==> config.mk <==
export PLATFORM = sky130hd
export DESIGN_NAME = alu_pipe_flat
export DESIGN_NICKNAME = d
export VERILOG_FILES = /design/src/rtl/alu_pipe_if.sv /design/src/rtl/alu_pipe.sv /design/src/flat_wrapper.sv
export SDC_FILE = /design/constraint.sdc
export NUM_CORES = 1
export LEC_CHECK = 0
export ABC_CLOCK_PERIOD_IN_PS = 6600
export CAP_MARGIN = 30
export CORE_ASPECT_RATIO = 1.4
export CORE_MARGIN = 1
export CORE_UTILIZATION = 53
export CTS_BUF_LIST = sky130_fd_sc_hd__clkbuf_4
export DETAILED_ROUTE_END_ITERATION = 8
export GPL_TIMING_DRIVEN = 0
export PLACE_DENSITY = 0.81
export SETUP_SLACK_MARGIN = 0.5
export SYNTH_ARGS = -nofsm -noshare
export SYNTH_HDL_FRONTEND = slang
export SYNTH_SLANG_ARGS = --single-unit
==> constraint.sdc <==
create_clock -name clk -period 6.6 [get_ports clk]
set_clock_uncertainty 0.1 [all_clocks]
set_input_delay 0.99 -clock clk [delete_from_list [all_inputs] [get_ports clk]]
set_output_delay 0.99 -clock clk [all_outputs]
set_load 0.02 [all_outputs]
==> src/rtl/alu_pipe_if.sv <==
// alu_pipe_if: request/result handshake bundle for alu_pipe
// Request side: in_valid, in_ready, funct3, funct7, a, b, in_tag.
// Result side: out_valid, out_ready, result, out_tag, illegal (+ flag_z/n/c/v when ALU_FLAGS_EN is defined).
// master drives requests and consumes results; slave is the ALU.
interface alu_pipe_if #(
  parameter int WIDTH = 32,
  parameter int TAG_W = 5
);
  logic in_valid;
  logic in_ready;
  logic [2:0] funct3;
  logic [6:0] funct7;
  logic [WIDTH-1:0] a;
  logic [WIDTH-1:0] b;
  logic [TAG_W-1:0] in_tag;
  logic out_valid;
  logic out_ready;
  logic [WIDTH-1:0] result;
  logic [TAG_W-1:0] out_tag;
  logic illegal;
`ifdef ALU_FLAGS_EN
  logic flag_z;
  logic flag_n;
  logic flag_c;
  logic flag_v;
`endif
  modport master (
    output in_valid, funct3, funct7, a, b, in_tag, out_ready,
    input in_ready, out_valid, result, out_tag, illegal
`ifdef ALU_FLAGS_EN
    , input flag_z, flag_n, flag_c, flag_v
`endif
  );
  modport slave (
    input in_valid, funct3, funct7, a, b, in_tag, out_ready,
    output in_ready, out_valid, result, out_tag, illegal
`ifdef ALU_FLAGS_EN
    , output flag_z, flag_n, flag_c, flag_v
`endif
  );
endinterface

==> src/rtl/alu_pipe.sv <==
// alu_pipe: two-stage pipelined RISC-V R-type ALU with valid/ready handshake on both sides
// Ports: clk (rising edge), rst (synchronous, active-high), bus (alu_pipe_if.slave):
//   request  in_valid/in_ready, funct3, funct7, a, b, in_tag
//   result   out_valid/out_ready, result, out_tag, illegal
// Optional: define ALU_FLAGS_EN to add flag_z/flag_n/flag_c/flag_v, registered with result.
// Stage 1 holds the decoded op and operands, stage 2 holds the result; capacity is two requests.
module alu_pipe #(
  parameter int WIDTH = 32,
  parameter int TAG_W = 5
) (
  input logic clk,
  input logic rst,
  alu_pipe_if.slave bus
);
  localparam int SH = $clog2(WIDTH);
  localparam logic [3:0] OP_ADD  = 4'd0;
  localparam logic [3:0] OP_SUB  = 4'd1;
  localparam logic [3:0] OP_XOR  = 4'd2;
  localparam logic [3:0] OP_OR   = 4'd3;
  localparam logic [3:0] OP_AND  = 4'd4;
  localparam logic [3:0] OP_SLL  = 4'd5;
  localparam logic [3:0] OP_SRL  = 4'd6;
  localparam logic [3:0] OP_SRA  = 4'd7;
  localparam logic [3:0] OP_SLT  = 4'd8;
  localparam logic [3:0] OP_SLTU = 4'd9;
  logic s1_valid;
  logic s2_valid;
  logic s1_load;
  logic s2_load;
  logic in_fire;
  logic f7_zero;
  logic f7_alt;
  logic [3:0] dec_op;
  logic dec_illegal;
  logic [3:0] s1_op;
  logic s1_illegal;
  logic [WIDTH-1:0] s1_a;
  logic [WIDTH-1:0] s1_b;
  logic [TAG_W-1:0] s1_tag;
  logic [SH-1:0] shamt;
  logic [WIDTH-1:0] sum;
  logic [WIDTH-1:0] diff;
  logic [WIDTH-1:0] sra;
  logic lt_s;
  logic lt_u;
  logic [WIDTH-1:0] res;
  logic [WIDTH-1:0] result_q;
  logic [TAG_W-1:0] tag_q;
  logic illegal_q;
  // A slot opens in stage 2 when it is empty or draining; stage 1 can then always advance.
  assign s2_load = !s2_valid || bus.out_ready;
  assign s1_load = !s1_valid || s2_load;
  assign bus.in_ready = s1_load;
  assign in_fire = bus.in_valid && s1_load;
  assign bus.out_valid = s2_valid;
  assign bus.result = result_q;
  assign bus.out_tag = tag_q;
  assign bus.illegal = illegal_q;
  assign f7_zero = bus.funct7 == 7'b0000000;
  assign f7_alt = bus.funct7 == 7'b0100000;
  // Only ADD/SUB (000) and SRL/SRA (101) accept the alternate funct7 encoding.
  assign dec_illegal = !(f7_zero || (f7_alt && (bus.funct3 == 3'b000 || bus.funct3 == 3'b101)));
  assign dec_op = bus.funct3 == 3'b000 ? (f7_alt ? OP_SUB : OP_ADD) :
                  bus.funct3 == 3'b001 ? OP_SLL :
                  bus.funct3 == 3'b010 ? OP_SLT :
                  bus.funct3 == 3'b011 ? OP_SLTU :
                  bus.funct3 == 3'b100 ? OP_XOR :
                  bus.funct3 == 3'b101 ? (f7_alt ? OP_SRA : OP_SRL) :
                  bus.funct3 == 3'b110 ? OP_OR : OP_AND;
  assign shamt = s1_b[SH-1:0];
  assign sum = s1_a + s1_b;
  assign diff = s1_a - s1_b;
  // Kept as its own net so the arithmetic shift is not turned logical by unsigned neighbours.
  assign sra = $signed(s1_a) >>> shamt;
  assign lt_s = $signed(s1_a) < $signed(s1_b);
  assign lt_u = s1_a < s1_b;
  assign res = s1_illegal ? '0 :
               s1_op == OP_ADD  ? sum :
               s1_op == OP_SUB  ? diff :
               s1_op == OP_XOR  ? s1_a ^ s1_b :
               s1_op == OP_OR   ? s1_a | s1_b :
               s1_op == OP_AND  ? s1_a & s1_b :
               s1_op == OP_SLL  ? s1_a << shamt :
               s1_op == OP_SRL  ? s1_a >> shamt :
               s1_op == OP_SRA  ? sra :
               s1_op == OP_SLT  ? {{(WIDTH-1){1'b0}}, lt_s} :
               s1_op == OP_SLTU ? {{(WIDTH-1){1'b0}}, lt_u} : '0;
`ifdef ALU_FLAGS_EN
  logic f_c;
  logic f_v;
  logic fz_q;
  logic fn_q;
  logic fc_q;
  logic fv_q;
  // Carry of ADD shows as unsigned wrap; carry of SUB is the no-borrow condition a >= b.
  assign f_c = s1_op == OP_ADD ? sum < s1_a :
               s1_op == OP_SUB ? !lt_u : 1'b0;
  assign f_v = s1_op == OP_ADD ? (s1_a[WIDTH-1] == s1_b[WIDTH-1]) && (sum[WIDTH-1] != s1_a[WIDTH-1]) :
               s1_op == OP_SUB ? (s1_a[WIDTH-1] != s1_b[WIDTH-1]) && (diff[WIDTH-1] != s1_a[WIDTH-1]) : 1'b0;
  assign bus.flag_z = fz_q;
  assign bus.flag_n = fn_q;
  assign bus.flag_c = fc_q;
  assign bus.flag_v = fv_q;
`endif
  always_ff @(posedge clk) begin
    if (rst) begin
      s1_valid <= 1'b0;
      s2_valid <= 1'b0;
      s1_op <= '0;
      s1_illegal <= 1'b0;
      s1_a <= '0;
      s1_b <= '0;
      s1_tag <= '0;
      result_q <= '0;
      tag_q <= '0;
      illegal_q <= 1'b0;
`ifdef ALU_FLAGS_EN
      fz_q <= 1'b0;
      fn_q <= 1'b0;
      fc_q <= 1'b0;
      fv_q <= 1'b0;
`endif
    end else begin
      if (s1_load) s1_valid <= bus.in_valid;
      if (in_fire) begin
        s1_op <= dec_op;
        s1_illegal <= dec_illegal;
        s1_a <= bus.a;
        s1_b <= bus.b;
        s1_tag <= bus.in_tag;
      end
      if (s2_load) s2_valid <= s1_valid;
      if (s2_load && s1_valid) begin
        result_q <= res;
        tag_q <= s1_tag;
        illegal_q <= s1_illegal;
`ifdef ALU_FLAGS_EN
        fz_q <= !s1_illegal && res == '0;
        fn_q <= !s1_illegal && res[WIDTH-1];
        fc_q <= !s1_illegal && f_c;
        fv_q <= !s1_illegal && f_v;
`endif
      end
    end
  end
endmodule
==> src/flat_wrapper.sv <==
// flat-port wrapper written by rule: the top's interface ports become plain ports
module alu_pipe_flat 
#(
  parameter int WIDTH = 32,
  parameter int TAG_W = 5
)
  (clk, rst, bus_in_valid, bus_funct3, bus_funct7, bus_a, bus_b, bus_in_tag, bus_out_ready, bus_in_ready, bus_out_valid, bus_result, bus_out_tag, bus_illegal);
  alu_pipe_if #(.WIDTH(WIDTH), .TAG_W(TAG_W)) bus_i ();
  input logic clk;
  input logic rst;
  input wire logic [$bits(bus_i.in_valid)-1:0] bus_in_valid;
  input wire logic [$bits(bus_i.funct3)-1:0] bus_funct3;
  input wire logic [$bits(bus_i.funct7)-1:0] bus_funct7;
  input wire logic [$bits(bus_i.a)-1:0] bus_a;
  input wire logic [$bits(bus_i.b)-1:0] bus_b;
  input wire logic [$bits(bus_i.in_tag)-1:0] bus_in_tag;
  input wire logic [$bits(bus_i.out_ready)-1:0] bus_out_ready;
  output wire logic [$bits(bus_i.in_ready)-1:0] bus_in_ready;
  output wire logic [$bits(bus_i.out_valid)-1:0] bus_out_valid;
  output wire logic [$bits(bus_i.result)-1:0] bus_result;
  output wire logic [$bits(bus_i.out_tag)-1:0] bus_out_tag;
  output wire logic [$bits(bus_i.illegal)-1:0] bus_illegal;
  assign bus_i.in_valid = bus_in_valid;
  assign bus_i.funct3 = bus_funct3;
  assign bus_i.funct7 = bus_funct7;
  assign bus_i.a = bus_a;
  assign bus_i.b = bus_b;
  assign bus_i.in_tag = bus_in_tag;
  assign bus_i.out_ready = bus_out_ready;
  assign bus_in_ready = bus_i.in_ready;
  assign bus_out_valid = bus_i.out_valid;
  assign bus_result = bus_i.result;
  assign bus_out_tag = bus_i.out_tag;
  assign bus_illegal = bus_i.illegal;
  alu_pipe #(.WIDTH(WIDTH), .TAG_W(TAG_W)) u_core (.clk(clk), .rst(rst), .bus(bus_i));
endmodule
==> impl_metrics.tcl <==
set metrics [dict create \
    cpLargestDelayFamily "buffers and inverters" \
    p_leak_nw 5.88 \
    htreeDepth 4 \
    pin_count 123 \
    path_max_fanout 11 \
    die_area_um2 25800 \
    seqPwrFrac 0.305 \
    hp-class "reg -> reg" \
    yosysWarnings 0 \
    swShare 0.471 \
    drt_iter0_drc 2581 \
    worst-path-buf-inv 5 \
    power.total_mw 2.58 \
    rsz0062_at_grt "false" \
    antenna_found_initial 2 \
    io_buffers 121 \
    synthCells 1823 \
    finalMaxSlewViolations 0 \
    gp_congestion 1.15 \
    cts_max_path_buffers 2 \
    fin_nets 2151 \
    worst_ep_arrival_time_ps 5910 \
    drv_cap 0 \
    grt_overflow 0 \
    die_x_um 136 \
    vias 16700 \
    ant_nets 0 \
    finalSetupTns_ps 0 \
    crit_path_max_incr_delay_ps 600 \
    power_density_nw_per_um2 168 \
    wl_per_cell_um 31.0 \
    netlist_area_um2 13300 \
    syn2layout_area_growth_pct 14.7 \
    drive_above_1_share 0.0878 \
    grt_max_degree 17 \
    fin_crit_sh 0.839 \
    cts.sinks 114 \
    p_int_mw 1.37 \
    core_area_um2 24700 \
    initial_utilization 0.541 \
    postCtsSetupBuffers 0 \
    start_kind "register" \
    drc 10 \
    worstPathCellList "buf_2, clkinv_1, buf_2, buf_1, ha_1, buf_2, nor2_1, a221oi_2, nor4_4, nor4b_4, o31a_1, o31a_1, xnor2_1, o211ai_1, a211oi_2" \
    grt_pass1_wl_um 104000 \
    synth_edf_count 0 \
    placedCellCount 2261 \
    relSlewSlack 0.311 \
    cts_hold_buf 0 \
    avgViaCountPerCell 7.28 \
    switchingPower_mw 1.21 \
    worstHoldStart "u_core.bus.result[13]$_SDFFE_PP0P_" \
    seq_area_frac_synth 0.171 \
    min_period_ps 5540 \
    root_buffer "clkbuf_4" \
    r2r.worst_path.cells 15 \
    hold_violations 0 \
    numCtsBuffers 17 \
    grt_util_all_layers 0.559 \
    synth_cell_type_count 88 \
    routed_wl_um 71300 \
    r2r_end "u_core.bus.result[15]$_SDFFE_PP0P_" \
    irDropWorstVdd_mv 0.136 \
    synth_top_flop_cell "dfxtp_1" \
    clock_latency_ps 640 \
    min_to "u_core.bus.result[13]$_SDFFE_PP0P_" \
    rows 68 \
    power_frac_comb 0.454 \
    hpwl_um 54500 \
    die_h_um 190 \
    clkSlewWorstSetupHoldPaths_ps 160 \
    r2r_start "u_core.s1_b[2]$_SDFFE_PP0P_" \
    cp.required_ps 6970 \
    dr.pass1.iters 9 \
    syn-mean-instance-area_um2 7.32 \
    outcome "finished with violations" \
    cpMostUsedCell "buf_2" \
    max_freq_mhz 181 \
    instances_no_fill 2298 \
    synthesis.nets 2005 \
    regToRegSetupSlack_ps 1060 \
    cts_tree "built" \
    endpoint_kind "register" \
    critPathKind "reg -> reg" \
    fillCellCount 2324 \
    tightest_slew_ps 1030 \
    cts_resized 0 \
    async_reset_ff_frac 0 \
    cpMaxStageDelayCell "dfxtp_1" \
    violations "design-rule violations" \
    grt_pass1_vias 16000 \
    synth-seq-cells 114 \
    hold_depth 2 \
    finalSetupViolations 0 \
    share_clk_of_total_power 0.241 \
]
==> worst register-to-register path, stage by stage, from the launching register on <==
cell	delay, ps
dfxtp_1	600
buf_2	380
clkinv_1	540
buf_2	420
buf_1	460
ha_1	460
buf_2	200
nor2_1	80
a221oi_2	410
nor4_4	90
nor4b_4	480
o31a_1	250
o31a_1	220
xnor2_1	110
o211ai_1	450
a211oi_2	130
==> cells in the final DEF (no fill, tap or decap), types with 23 or more instances in the layout <==
master and count:
nand2_1 281, a21oi_1 227, nor2_1 156, clkdlybuf4s50_1 121, dfxtp_1 114, clkbuf_1 97, ha_1 97, inv_1 95
o21ai_0 95, mux2i_1 58, mux4_2 58, nand3_1 34, a211oi_1 30, nor3_1 27, buf_1 26, buf_2 23
==> per-stage QoR <==
stage | area [µm²] | util | setup WS [ps] | hold WS, ps
after detailed placement | 15000 | 0.607 | 1420 | 338
after CTS | 15300 | 0.619 | 1400 | 357
after global placement | 14900 | 0.606 | 1390 | 330
final | 15300 | 0.621 | 1060 | 353
after floorplan | 13300 | - | 2920 | 336
after global routing | 15300 | 0.621 | 1130 | 371
==> power groups by stage <==
stage | Sequential, mW | Clock [mW] | Combinational, mW
6_report | 0.786 | 0.622 | 1.17
5_1_grt | 0.786 | 0.631 | 1.21
4_1_cts | 0.779 | 0.605 | 1.10
3_5_place_dp | 0.795 | 0 | 1.09
3_3_place_gp | 0.792 | 0 | 1.08
2_1_floorplan | 0.781 | 0 | 0.683
==> layer usage <==
metal	track usage	vias to the layer above	share of wire
li1	-	6926	-
met2	0.822	1576	0.42
met4	0.489	2	0.11
met5	0	-	0.00014
met3	0.216	565	0.14
met1	0.624	7668	0.33
==> Yosys cell counts, drive strengths merged, types with 17 or more instances <==
| cell type | instances | area [µm²] |
|---|---|---|
| nand2 | 281 | 1050 |
| clkbuf | 97 | 364 |
| nor2 | 157 | 592 |
| nor3 | 30 | 155 |
| mux2i | 58 | 581 |
| o22ai | 17 | 106 |
| ha | 97 | 1210 |
| mux4 | 58 | 1310 |
| a21oi | 229 | 1150 |
| o211ai | 21 | 158 |
| nand3 | 34 | 170 |
| buf | 64 | 352 |
| a31oi | 20 | 125 |
| a211oi | 32 | 250 |
| xnor2 | 19 | 166 |
| a21o | 18 | 135 |
| inv | 98 | 368 |
| o21ai | 117 | 586 |
| dfxtp | 114 | 2280 |
==> final cells by class <==
type                       instances  area (µm²)  share of cell area
inverter                         101         379              0.0248
antenna                            1        2.50            0.000163
clock inverter                    15         171              0.0112
clock buffer                      17         128             0.00833
multi-input combinational       1447        9980               0.652
tap                              315         394              0.0257
sequential                       114        2280               0.149
buffer                           161         716              0.0467
timing repair buffer             127        1260              0.0824
==> state kept, by name, summed over array words and instances (netlist names) <==
register              flops
u_core.bus.result        32
u_core.s1_illegal         1
u_core.s1_op              4
u_core.bus.out_tag        5
u_core.bus.out_valid      1
u_core.s1_b              32
u_core.s1_valid           1
u_core.bus.illegal        1
u_core.s1_tag             5
u_core.s1_a              32
==> logic make-up (layout without fill, tap and decap cells) <==
family | after synthesis | after routing | synth area share
AOI/OAI and AO/OA | 612 | 612 | 0.294
adders and majority gates | 99 | 99 | 0.0940
buffers and inverters | 262 | 421 | 0.0820
xor gates and xnor gates | 25 | 25 | 0.0164
and+or+nand+nor | 581 | 581 | 0.189
other | 0 | 1 | 0
DFF | 114 | 114 | 0.171
muxes | 130 | 130 | 0.153
==> worst max path at each step <==
stage / start / end / slack [ps] / depth (start not counted)
5_1_grt: u_core.s1_b[2]$_SDFFE_PP0P_ / u_core.bus.result[15]$_SDFFE_PP0P_ / 1130 / 15
6_report: u_core.s1_b[2]$_SDFFE_PP0P_ / u_core.bus.result[15]$_SDFFE_PP0P_ / 1060 / 15
2_1_floorplan: u_core.s1_b[2]$_SDFFE_PP0P_ / u_core.bus.result[31]$_SDFFE_PP0P_ / 2920 / 15
4_1_cts: u_core.s1_b[2]$_SDFFE_PP0P_ / u_core.bus.result[15]$_SDFFE_PP0P_ / 1400 / 15
3_3_place_gp: u_core.s1_b[2]$_SDFFE_PP0P_ / u_core.bus.result[29]$_SDFFE_PP0P_ / 1390 / 15
3_5_place_dp: u_core.s1_b[2]$_SDFFE_PP0P_ / u_core.bus.result[29]$_SDFFE_PP0P_ / 1420 / 15
Power figures use the tool's default switching activity.
==> patch, RTL diff (same flow settings) <==
`TAG_W` is set to 5 in 3 places; all go to 6.
--- a/src/rtl/alu_pipe_if.sv
+++ b/src/rtl/alu_pipe_if.sv
@@ -6,3 +6,3 @@
   parameter int WIDTH = 32,
-  parameter int TAG_W = 5
+  parameter int TAG_W = 6
 );
--- a/src/rtl/alu_pipe.sv
+++ b/src/rtl/alu_pipe.sv
@@ -8,3 +8,3 @@
   parameter int WIDTH = 32,
-  parameter int TAG_W = 5
+  parameter int TAG_W = 6
 ) (
--- a/src/flat_wrapper.sv
+++ b/src/flat_wrapper.sv
@@ -4,3 +4,3 @@
   parameter int WIDTH = 32,
-  parameter int TAG_W = 5
+  parameter int TAG_W = 6
 )
Ports: changed (resized bus_in_tag and bus_out_tag); port bits go from 123 to 125. No check against the original RTL was run, so the function may have changed too.
==> patch against the original RTL <==
- area after synthesis down 3.4%
- total power down 3.8%
- sequential cell count grew 2
- wire length down 7.2%
- cell count down 2.6%
- global-route usage fell by 3.0 points
- largest power group unchanged
- setup slack worse by 0.54 ns
- cell area decreased by 3.0%
==> patch: results (changes against the original RTL) <==
outcome:
  status: "finished clean"
detailed_routing:
  dr_total_vias: 15982  # -4.5%
  drt_iter0_markers: 2254  # -13%
  wl_per_cell_um: 29.5  # -4.7%
clock_network:
  cts.path.max_buffers: 2  # unchanged
  clk_pin_slew_ns: 0.14  # -0.02 ns
  clk_latency_ns: 0.63
placement:
  port_buffers: 123  # +1.7%
  place.gp.congestion: 1.18  # +2.3%
  dp_hpwl_um: 51100  # -6.3%
yosys:
  yosysUniqueCellTypes: 81  # -8.0%
  syn_nets: 1949  # -2.8%
  synthTopCellsByCount: "281 x nand2_1, 228 x a21oi_1, 150 x nor2_1"
  synth_area_leaders: "dfxtp_1 18%, mux4_2 10%, ha_1 9.4%"
  synth-seq-area-share_pct: 18.0  # +0.91 points
  yosysWarningCount: 0  # unchanged
layout:
  area_share_nonclk_buffers_pct: 12.3  # -0.65 points
  multi_input_area_share_pct: 65.1  # -0.067 points
  drive_gt1_share_pct: 7.74  # -1.0 points
  n_all_buffers: 269  # -6.6%
  clkCellAreaFrac_pct: 1.93  # -0.023 points
  nFillCells: 2285  # -1.7%
  regArea_um2: 2320  # +1.8%
  finalNetCount: 2095  # -2.6%
  design.seq.count: 116  # +1.8%
critical_path:
  slowest_stage: "o41ai_2"
  regToRegSetupSlack_ns: 0.52  # -0.54 ns
  path_delay_family: "compound AO/OA/AOI/OAI gates"
  max_stage_delay_ns: 0.88  # +0.28 ns
  path_buf_inv: 5  # unchanged
  cp.arrival_ns: 6.56  # +0.65 ns
  startpoint_type: "flop"
  r2r_end: "u_core.bus.result[28]$_SDFFE_PP0P_"
global_route:
  gr-usage-all-layers_pct: 52.9  # -3.0 points
  grt_pass1_vias: 15241  # -4.6%
  grt_pass1_wl_um: 96600  # -6.9%
  antenna_found_initial: 6  # +4
worst_hold_path:
  hold-path-endpoint: "u_core.bus.result[26]$_SDFFE_PP0P_"
sta:
  worstMarginPinSlew_ns: 1.11  # +0.0813 ns
  fin_hold_ws_ns: 0.361  # +0.00854 ns
pwr:
  switchingPower_mw: 1.16  # -4.8%
  ir_worst_vdd_uv: 151  # +11%
  p_leak_nw: 5.53  # -6.1%
## patch: changes by cell type after synthesis, moves of 8 or more
cell      delta
mux2i_1     -26
o21ai_1     -21
or3_1       +11
clkbuf_1    +10
a221oi_1     +8
buf_1        -8
buf_2        -8
nor2b_1      +8
## patch: power groups by stage
stage	clock (mW)	sequential, mW	combinational (mW)
4_1_cts	0.588	0.799	1.01
2_1_floorplan	0	0.800	0.632
3_3_place_gp	0	0.813	1.00
6_report	0.598	0.806	1.08
5_1_grt	0.617	0.807	1.12
3_5_place_dp	0	0.815	1.01
## patch: tightest hold or removal path, stage by stage (launching register included)
cell and delay [ns]:
dfxtp_1 0.34, nand2_1 0.05, nand2_1 0.04
## patch: per-stage QoR
step | instance area [um^2] | util [%] | worst slack (ns) | std cells | total power [mW]
finish | 14800 | 62.1 | 0.523 | 2238 | 2.48
global route | 14800 | 62.1 | 0.532 | 2236 | 2.54
CTS | 14800 | 62.0 | 0.742 | 2232 | 2.40
detailed placement | 14500 | 60.8 | 0.792 | 2200 | 1.82
global placement | 14500 | 60.7 | 0.776 | 2199 | 1.81
floorplan | 12900 | - | 2.51 | 1766 | 1.43
## patch: logic make-up (layout without fill, tap and decap cells)
| family | count (synthesis) | in the layout | synth area share [%] |
|---|---|---|---|
| mux | 107 | 107 | 14.3 |
| buf+inv | 237 | 396 | 7.13 |
| xor+xnor | 20 | 20 | 1.36 |
| fa+ha+maj | 99 | 99 | 9.72 |
| flops | 116 | 116 | 18.0 |
| simple gates | 589 | 589 | 19.9 |
| compound gates | 598 | 598 | 29.6 |
| other cells | 0 | 3 | 0 |
## patch: routing by layer
layer	vias up	GRT usage (%)	wire [um]
met4	2	49.1	7530
met3	496	17.0	8440
met2	1382	80.1	28500
met5	-	0	17
li1	6738	-	-
met1	7364	58.4	21600
